**src/rtl/umi_regbank_pkg.sv**
```systemverilog
// Shared definitions for the umi_regbank register bank: word offsets and helpers.
package umi_regbank_pkg;

    // Word index (reg_addr[7:2]) of each register.
    localparam logic [5:0] REG_ID      = 6'h00;
    localparam logic [5:0] REG_SCRATCH = 6'h01;
    localparam logic [5:0] REG_CTRL    = 6'h02;
    localparam logic [5:0] REG_STATUS  = 6'h03;
    localparam logic [5:0] REG_EVENT   = 6'h04;
    localparam logic [5:0] REG_IRQEN   = 6'h05;
    localparam logic [5:0] REG_COUNTER = 6'h06;

    // EVENT bit flagging counter overflow: always the MSB of the data word.
    function automatic int unsigned ovf_bit(input int unsigned rw);
        return rw - 1;
    endfunction

endpackage

```
**src/rtl/umi_regbank_if.sv**
```systemverilog
// Simple register access bus between umi_regif (master) and the register bank (slave).
interface umi_regbank_if #(
    parameter int unsigned AW = 64,
    parameter int unsigned RW = 32
) ();

    logic [AW-1:0] reg_addr;
    logic          reg_write;
    logic          reg_read;
    logic [RW-1:0] reg_wrdata;
    logic [RW-1:0] reg_rddata;

    modport master (
        output reg_addr,
        output reg_write,
        output reg_read,
        output reg_wrdata,
        input  reg_rddata
    );

    modport slave (
        input  reg_addr,
        input  reg_write,
        input  reg_read,
        input  reg_wrdata,
        output reg_rddata
    );

endinterface

```
**src/rtl/umi_regbank_evt.sv**
```systemverilog
// Sticky write-one-to-clear event register; a set pulse beats a clear on the same bit.
module umi_regbank_evt #(
    parameter int unsigned RW = 32
) (
    input  logic          clk,
    input  logic          nreset,
    input  logic [RW-1:0] set_i,
    input  logic          wr_i,
    input  logic [RW-1:0] wrdata_i,
    output logic [RW-1:0] q_o
);

    logic [RW-1:0] evt_q;
    logic [RW-1:0] evt_d;

    // Clear the written ones first, then OR in new events so set wins.
    always_comb begin
        evt_d = evt_q;
        if (wr_i) begin
            evt_d = evt_d & ~wrdata_i;
        end
        evt_d = evt_d | set_i;
    end

    // Event state register.
    always_ff @(posedge clk or negedge nreset) begin
        if (!nreset) begin
            evt_q <= '0;
        end else begin
            evt_q <= evt_d;
        end
    end

    assign q_o = evt_q;

endmodule

```
**src/rtl/umi_regbank.sv**
```systemverilog
// Control/status register bank behind umi_regif with one-cycle read latency.
module umi_regbank
    import umi_regbank_pkg::*;
#(
    parameter int unsigned   AW         = 64,
    parameter int unsigned   RW         = 32,
    parameter int unsigned   NEVT       = 8,
    parameter logic [RW-1:0] ID         = 32'h0000_0001,
    parameter logic [RW-1:0] CTRL_RESET = '0
) (
    input  logic              clk,
    input  logic              nreset,
    umi_regbank_if.slave      bus,
    output logic [RW-1:0]     ctrl,
    input  logic [RW-1:0]     status,
    input  logic [NEVT-1:0]   event_in,
    output logic              irq
);

    localparam int unsigned   OVF      = ovf_bit(RW);
    localparam logic [RW-1:0] ONE      = RW'(1);
    // Bits that physically exist in EVENT / IRQ_EN.
    localparam logic [RW-1:0] EVT_MASK = ((ONE << NEVT) - ONE) | (ONE << OVF);

    logic [5:0]    idx;
    logic          unused_addr;
    logic          wr_scratch, wr_ctrl, wr_event, wr_irqen, wr_counter;

    logic [RW-1:0] scratch_q, scratch_d;
    logic [RW-1:0] ctrl_q,    ctrl_d;
    logic [RW-1:0] irqen_q,   irqen_d;
    logic [RW-1:0] cnt_q,     cnt_d;
    logic [RW-1:0] rddata_q,  rddata_d;
    logic          irq_q,     irq_d;
    logic          ovf;
    logic [RW-1:0] evt_set;
    logic [RW-1:0] evt_val;

    // Only reg_addr[7:2] decodes; the rest aliases.
    assign idx         = bus.reg_addr[7:2];
    assign unused_addr = ^{bus.reg_addr[AW-1:8], bus.reg_addr[1:0]};

    assign wr_scratch = bus.reg_write && (idx == REG_SCRATCH);
    assign wr_ctrl    = bus.reg_write && (idx == REG_CTRL);
    assign wr_event   = bus.reg_write && (idx == REG_EVENT);
    assign wr_irqen   = bus.reg_write && (idx == REG_IRQEN);
    assign wr_counter = bus.reg_write && (idx == REG_COUNTER);

    // Next state for the plain RW registers and the counter (write beats increment).
    always_comb begin
        scratch_d = scratch_q;
        ctrl_d    = ctrl_q;
        irqen_d   = irqen_q;
        cnt_d     = cnt_q;
        ovf       = 1'b0;
        if (wr_scratch) scratch_d = bus.reg_wrdata;
        if (wr_ctrl)    ctrl_d    = bus.reg_wrdata;
        if (wr_irqen)   irqen_d   = bus.reg_wrdata & EVT_MASK;
        if (wr_counter) begin
            cnt_d = bus.reg_wrdata;
        end else if (ctrl_q[0]) begin
            cnt_d = cnt_q + ONE;
            ovf   = &cnt_q;
        end
    end

    // Event set sources: external pulses in the low bits, overflow in the MSB.
    always_comb begin
        evt_set         = '0;
        evt_set[NEVT-1:0] = event_in;
        evt_set[OVF]    = ovf;
    end

    umi_regbank_evt #(.RW(RW)) u_evt (
        .clk      (clk),
        .nreset   (nreset),
        .set_i    (evt_set),
        .wr_i     (wr_event),
        .wrdata_i (bus.reg_wrdata),
        .q_o      (evt_val)
    );

    // Read mux samples pre-write state; rddata holds between reads.
    always_comb begin
        rddata_d = rddata_q;
        if (bus.reg_read) begin
            case (idx)
                REG_ID:      rddata_d = ID;
                REG_SCRATCH: rddata_d = scratch_q;
                REG_CTRL:    rddata_d = ctrl_q;
                REG_STATUS:  rddata_d = status;
                REG_EVENT:   rddata_d = evt_val;
                REG_IRQEN:   rddata_d = irqen_q;
                REG_COUNTER: rddata_d = cnt_q;
                default:     rddata_d = '0;
            endcase
        end
    end

    // Interrupt from current register state, registered.
    always_comb begin
        irq_d = |(evt_val & irqen_q);
    end

    // Register state.
    always_ff @(posedge clk or negedge nreset) begin
        if (!nreset) begin
            scratch_q <= '0;
            ctrl_q    <= CTRL_RESET;
            irqen_q   <= '0;
            cnt_q     <= '0;
            rddata_q  <= '0;
            irq_q     <= 1'b0;
        end else begin
            scratch_q <= scratch_d;
            ctrl_q    <= ctrl_d;
            irqen_q   <= irqen_d;
            cnt_q     <= cnt_d;
            rddata_q  <= rddata_d;
            irq_q     <= irq_d;
        end
    end

    assign bus.reg_rddata = rddata_q;
    assign ctrl           = ctrl_q;
    assign irq            = irq_q;

endmodule
```
**src/flat_wrapper.sv**
```systemverilog
// flat-port wrapper written by rule: the top's interface ports become plain ports
module umi_regbank_flat import umi_regbank_pkg::*;
#(
    parameter int unsigned   AW         = 64,
    parameter int unsigned   RW         = 32,
    parameter int unsigned   NEVT       = 8,
    parameter logic [RW-1:0] ID         = 32'h0000_0001,
    parameter logic [RW-1:0] CTRL_RESET = '0
)
  (clk, nreset, ctrl, status, event_in, irq, bus_reg_addr, bus_reg_write, bus_reg_read, bus_reg_wrdata, bus_reg_rddata);
  umi_regbank_if #(.AW(AW), .RW(RW)) bus_i ();
  input  logic clk;
  input  logic nreset;
  output logic [RW-1:0] ctrl;
  input  logic [RW-1:0] status;
  input  logic [NEVT-1:0] event_in;
  output logic irq;
  input wire logic [$bits(bus_i.reg_addr)-1:0] bus_reg_addr;
  input wire logic [$bits(bus_i.reg_write)-1:0] bus_reg_write;
  input wire logic [$bits(bus_i.reg_read)-1:0] bus_reg_read;
  input wire logic [$bits(bus_i.reg_wrdata)-1:0] bus_reg_wrdata;
  output wire logic [$bits(bus_i.reg_rddata)-1:0] bus_reg_rddata;
  assign bus_i.reg_addr = bus_reg_addr;
  assign bus_i.reg_write = bus_reg_write;
  assign bus_i.reg_read = bus_reg_read;
  assign bus_i.reg_wrdata = bus_reg_wrdata;
  assign bus_reg_rddata = bus_i.reg_rddata;
  umi_regbank #(.AW(AW), .RW(RW), .NEVT(NEVT), .ID(ID), .CTRL_RESET(CTRL_RESET)) u_core (.clk(clk), .nreset(nreset), .bus(bus_i), .ctrl(ctrl), .status(status), .event_in(event_in), .irq(irq));
endmodule
```
**config.mk**
```make
export PLATFORM = sky130hd
export DESIGN_NAME = umi_regbank_flat
export DESIGN_NICKNAME = d
export VERILOG_FILES = /design/src/rtl/umi_regbank_pkg.sv /design/src/rtl/umi_regbank_if.sv /design/src/rtl/umi_regbank_evt.sv /design/src/rtl/umi_regbank.sv /design/src/flat_wrapper.sv
export SDC_FILE = /design/constraint.sdc
export NUM_CORES = 1
export LEC_CHECK = 0
export ABC_AREA = 1
export CAP_MARGIN = 20
export CORE_MARGIN = 3
export CORE_UTILIZATION = 56
export DETAILED_ROUTE_END_ITERATION = 6
export GPL_TIMING_DRIVEN = 0
export PLACE_DENSITY = 0.95
export SLEW_MARGIN = 20
export SYNTH_ARGS = -nofsm -noshare
export SYNTH_HDL_FRONTEND = slang
export SYNTH_HIERARCHICAL = 1
export SYNTH_SLANG_ARGS = --single-unit
```
**constraint.sdc**
```tcl
create_clock -name clk -period 3.09 [get_ports clk]
set_clock_uncertainty 0.05 [all_clocks]
set_input_delay 0.618 -clock clk [delete_from_list [all_inputs] [get_ports clk]]
set_output_delay 0.618 -clock clk [all_outputs]
set_load 0.05 [all_outputs]
```
==> metrics.txt <==
flop2flop setup slack 1.29 ns; Max clock buf depth 2; period utilization 0.855; total number of vias 10,244; vias per cell 5.86; Synth area leader dfrtp_1; # nets final between 1,500 and 2,000; R2R Path End u_core/cnt_q[20]; Layout area overhead 25.7%; #FFs+latches synth 170; share of cells above drive strength 1 0.0613; max-cap violations 0; Worst setup EP type register; Setup crit start kind primary input; kind of critical path primary input to register; EDFF count, synth 0; area share of the largest cell type after synthesis 0.453; cells after synthesis between 1,000 and 1,500; Max Slew Vio Count 0; Yosys warning count 6; cell area after layout approximately 12,000 µm²; Fill cells 1,212; Pwr Density 559 nW/µm²; Die Y 135 µm; GRT Overall Usage 0.357; routed wire length 32,800 µm; root buffer cell clkbuf_16; Post-CTS Setup Inserts 0; ys async rst share 1.00; cts hold-fix bufs 0; GRT overflow 0; Sink Count 170; library cells used by synthesis 29; Final min period roughly 2.6 ns; drt drc 0; Starting Density 0.582; Arr. time, crit path 2.92 ns; Die Area 18,300 µm²; status finished clean; first-pass GRT wire length about 51,000 µm; Hold Vio Cnt, Final 0; Max Clk Rate 0.379 GHz; hpwl dp 24,400 µm; Seq/Total Area, Yosys 0.453; H-tree Lvls 4; Reg area 4250 µm²; Mapped Avg Cell Area 7.04 µm²; Worst-Skew Late Latency approximately 0.43 ns; Synth top cells by count nand2_1 (488), dfrtp_1 (170), inv_1 (145); Multi-input gate area 4290 µm²; area post-placement 11,200 µm²; Core Box Area 16,100 µm²; P_leak 5.79 nW; port bufs 145; initial antenna violation count 1; Row Count 46; relative slew slack 0.623; Placer Congestion a little under 1; Iter 0 DRT Violations 1,653; top cells by area, synth dfrtp_1 (45%), nand2_1 (20%), nand3_1 (6.1%), inv_1 (5.8%), nand4_1 (5.4%); Clock transition at path regs 0.07 ns; CP max FO 10; reg2reg path depth 10; # setup viols final 0; CTS tree built; Least-Margin Pin Slew 0.565 ns; top-count cell post-synth nand2_1; Post-synth top flop dfrtp_1; Netlist Area Pre-Place 9380 µm²; reg2reg start u_core/cnt_q[0]; largest net degree at the start of global routing 104; RSZ-0062 raised after global routing no; final hold slack 0.0868 ns; total CTS buffers 17; drt first pass iters 7; Avg WL per Cell roughly 19 µm; HP Class primary input to asynchronous set/reset pin; Req. time, crit path 3.37 ns; antenna diode count 0; worst-case vdd ir drop around 0.00042 V; top-level port count 205; post-route antenna net violation count 0; Die Wd 135 µm; vias in the first global route 9,502; post-CTS resize count 0
==> metal layers <==
layer / global-route usage / part of all wire / routed length, µm
met5: 0 / 0 / 0
met4: 0.143 / 0.039 / 1290
met2: 0.548 / 0.45 / 14800
met3: 0.104 / 0.14 / 4580
met1: 0.481 / 0.37 / 12100
==> report_power, final <==
group / internal [mW] / total (mW) / switching (mW)
registers: 2.53 / 2.92 / 0.387
logic: 0.550 / 1.60 / 1.05
clock network: 1.07 / 2.07 / 0.995
==> cells by family after synthesis <==
family,synth area share
AND/OR/NAND/NOR,0.365
buffers and inverters,0.0980
flip-flops,0.453
AO/OA/AOI/OAI,0.0712
XOR/XNOR,0.0103
adder cells (fa/ha/maj),0.00133
other,0.000400
==> through the flow <==
stage | worst slack, ns | power (mW) | cells | setup TNS (ns) | utilization
6_report | 0.449 | 6.59 | 1749 | 0 | 0.732
5_1_grt | 0.399 | 6.86 | 1749 | 0 | 0.732
4_1_cts | 0.539 | 6.55 | 1749 | 0 | 0.732
3_5_place_dp | 0.0713 | 4.49 | 1717 | 0 | 0.696
3_3_place_gp | -5.44 | 4.43 | 1716 | -922.79 | 0.694
2_1_floorplan | 1.14 | 3.79 | 1355 | 0 | -
==> layout by cell type, fill, tap and decap left out, types with 23 or more instances in the layout <==
cell type | synthesis | layout
a21oi_1 | 24 | 24
buf_2 | 35 | 35
clkdlybuf4s50_1 | 0 | 144
conb_1 | 1 | 23
dfrtp_1 | 170 | 170
inv_1 | 145 | 145
nand2_1 | 488 | 488
nand3_1 | 114 | 114
nand4_1 | 81 | 81
nor2_1 | 108 | 108
o21ai_0 | 92 | 92
==> worst max path at each step <==
stage / to / startpoint
3_3_place_gp: u_core/scratch_q[16] / nreset
6_report: u_core/u_evt/q_o[13] / bus_reg_addr[2]
3_5_place_dp: u_core/u_evt/q_o[13] / bus_reg_addr[7]
5_1_grt: u_core/u_evt/q_o[0] / bus_reg_addr[4]
2_1_floorplan: u_core/u_evt/q_o[6] / bus_reg_addr[7]
4_1_cts: u_core/u_evt/q_o[13] / bus_reg_addr[2]
==> worst max-delay path, stage by stage <==
cell             delay [ns]
clkdlybuf4s50_1        0.55
nor2_2                 0.45
nand3_1                0.38
nor2_1                 0.48
buf_6                  0.22
nand2_1                0.07
nand2_1                0.08
nand2_1                0.05
==> layout make-up <==
type,instances,share of cell area
timing repair buffer,146,0.126
inverter,148,0.0475
clock inverter,15,0.0126
buffer,68,0.0305
tap,216,0.0229
clock buffer,17,0.0361
multi-input combinational,969,0.364
sequential,170,0.361
==> sequential cells by signal, summed over array words and instances (netlist names) <==
signal and count:
u_core/scratch_q 32, u_core/bus.reg_rddata 32, u_core/u_evt/q_o 32, u_core/irq 1
u_core/ctrl 32, u_core/cnt_q 32, u_core/irqen_q 9
Note: power is estimated with default switching activity, not from simulation.
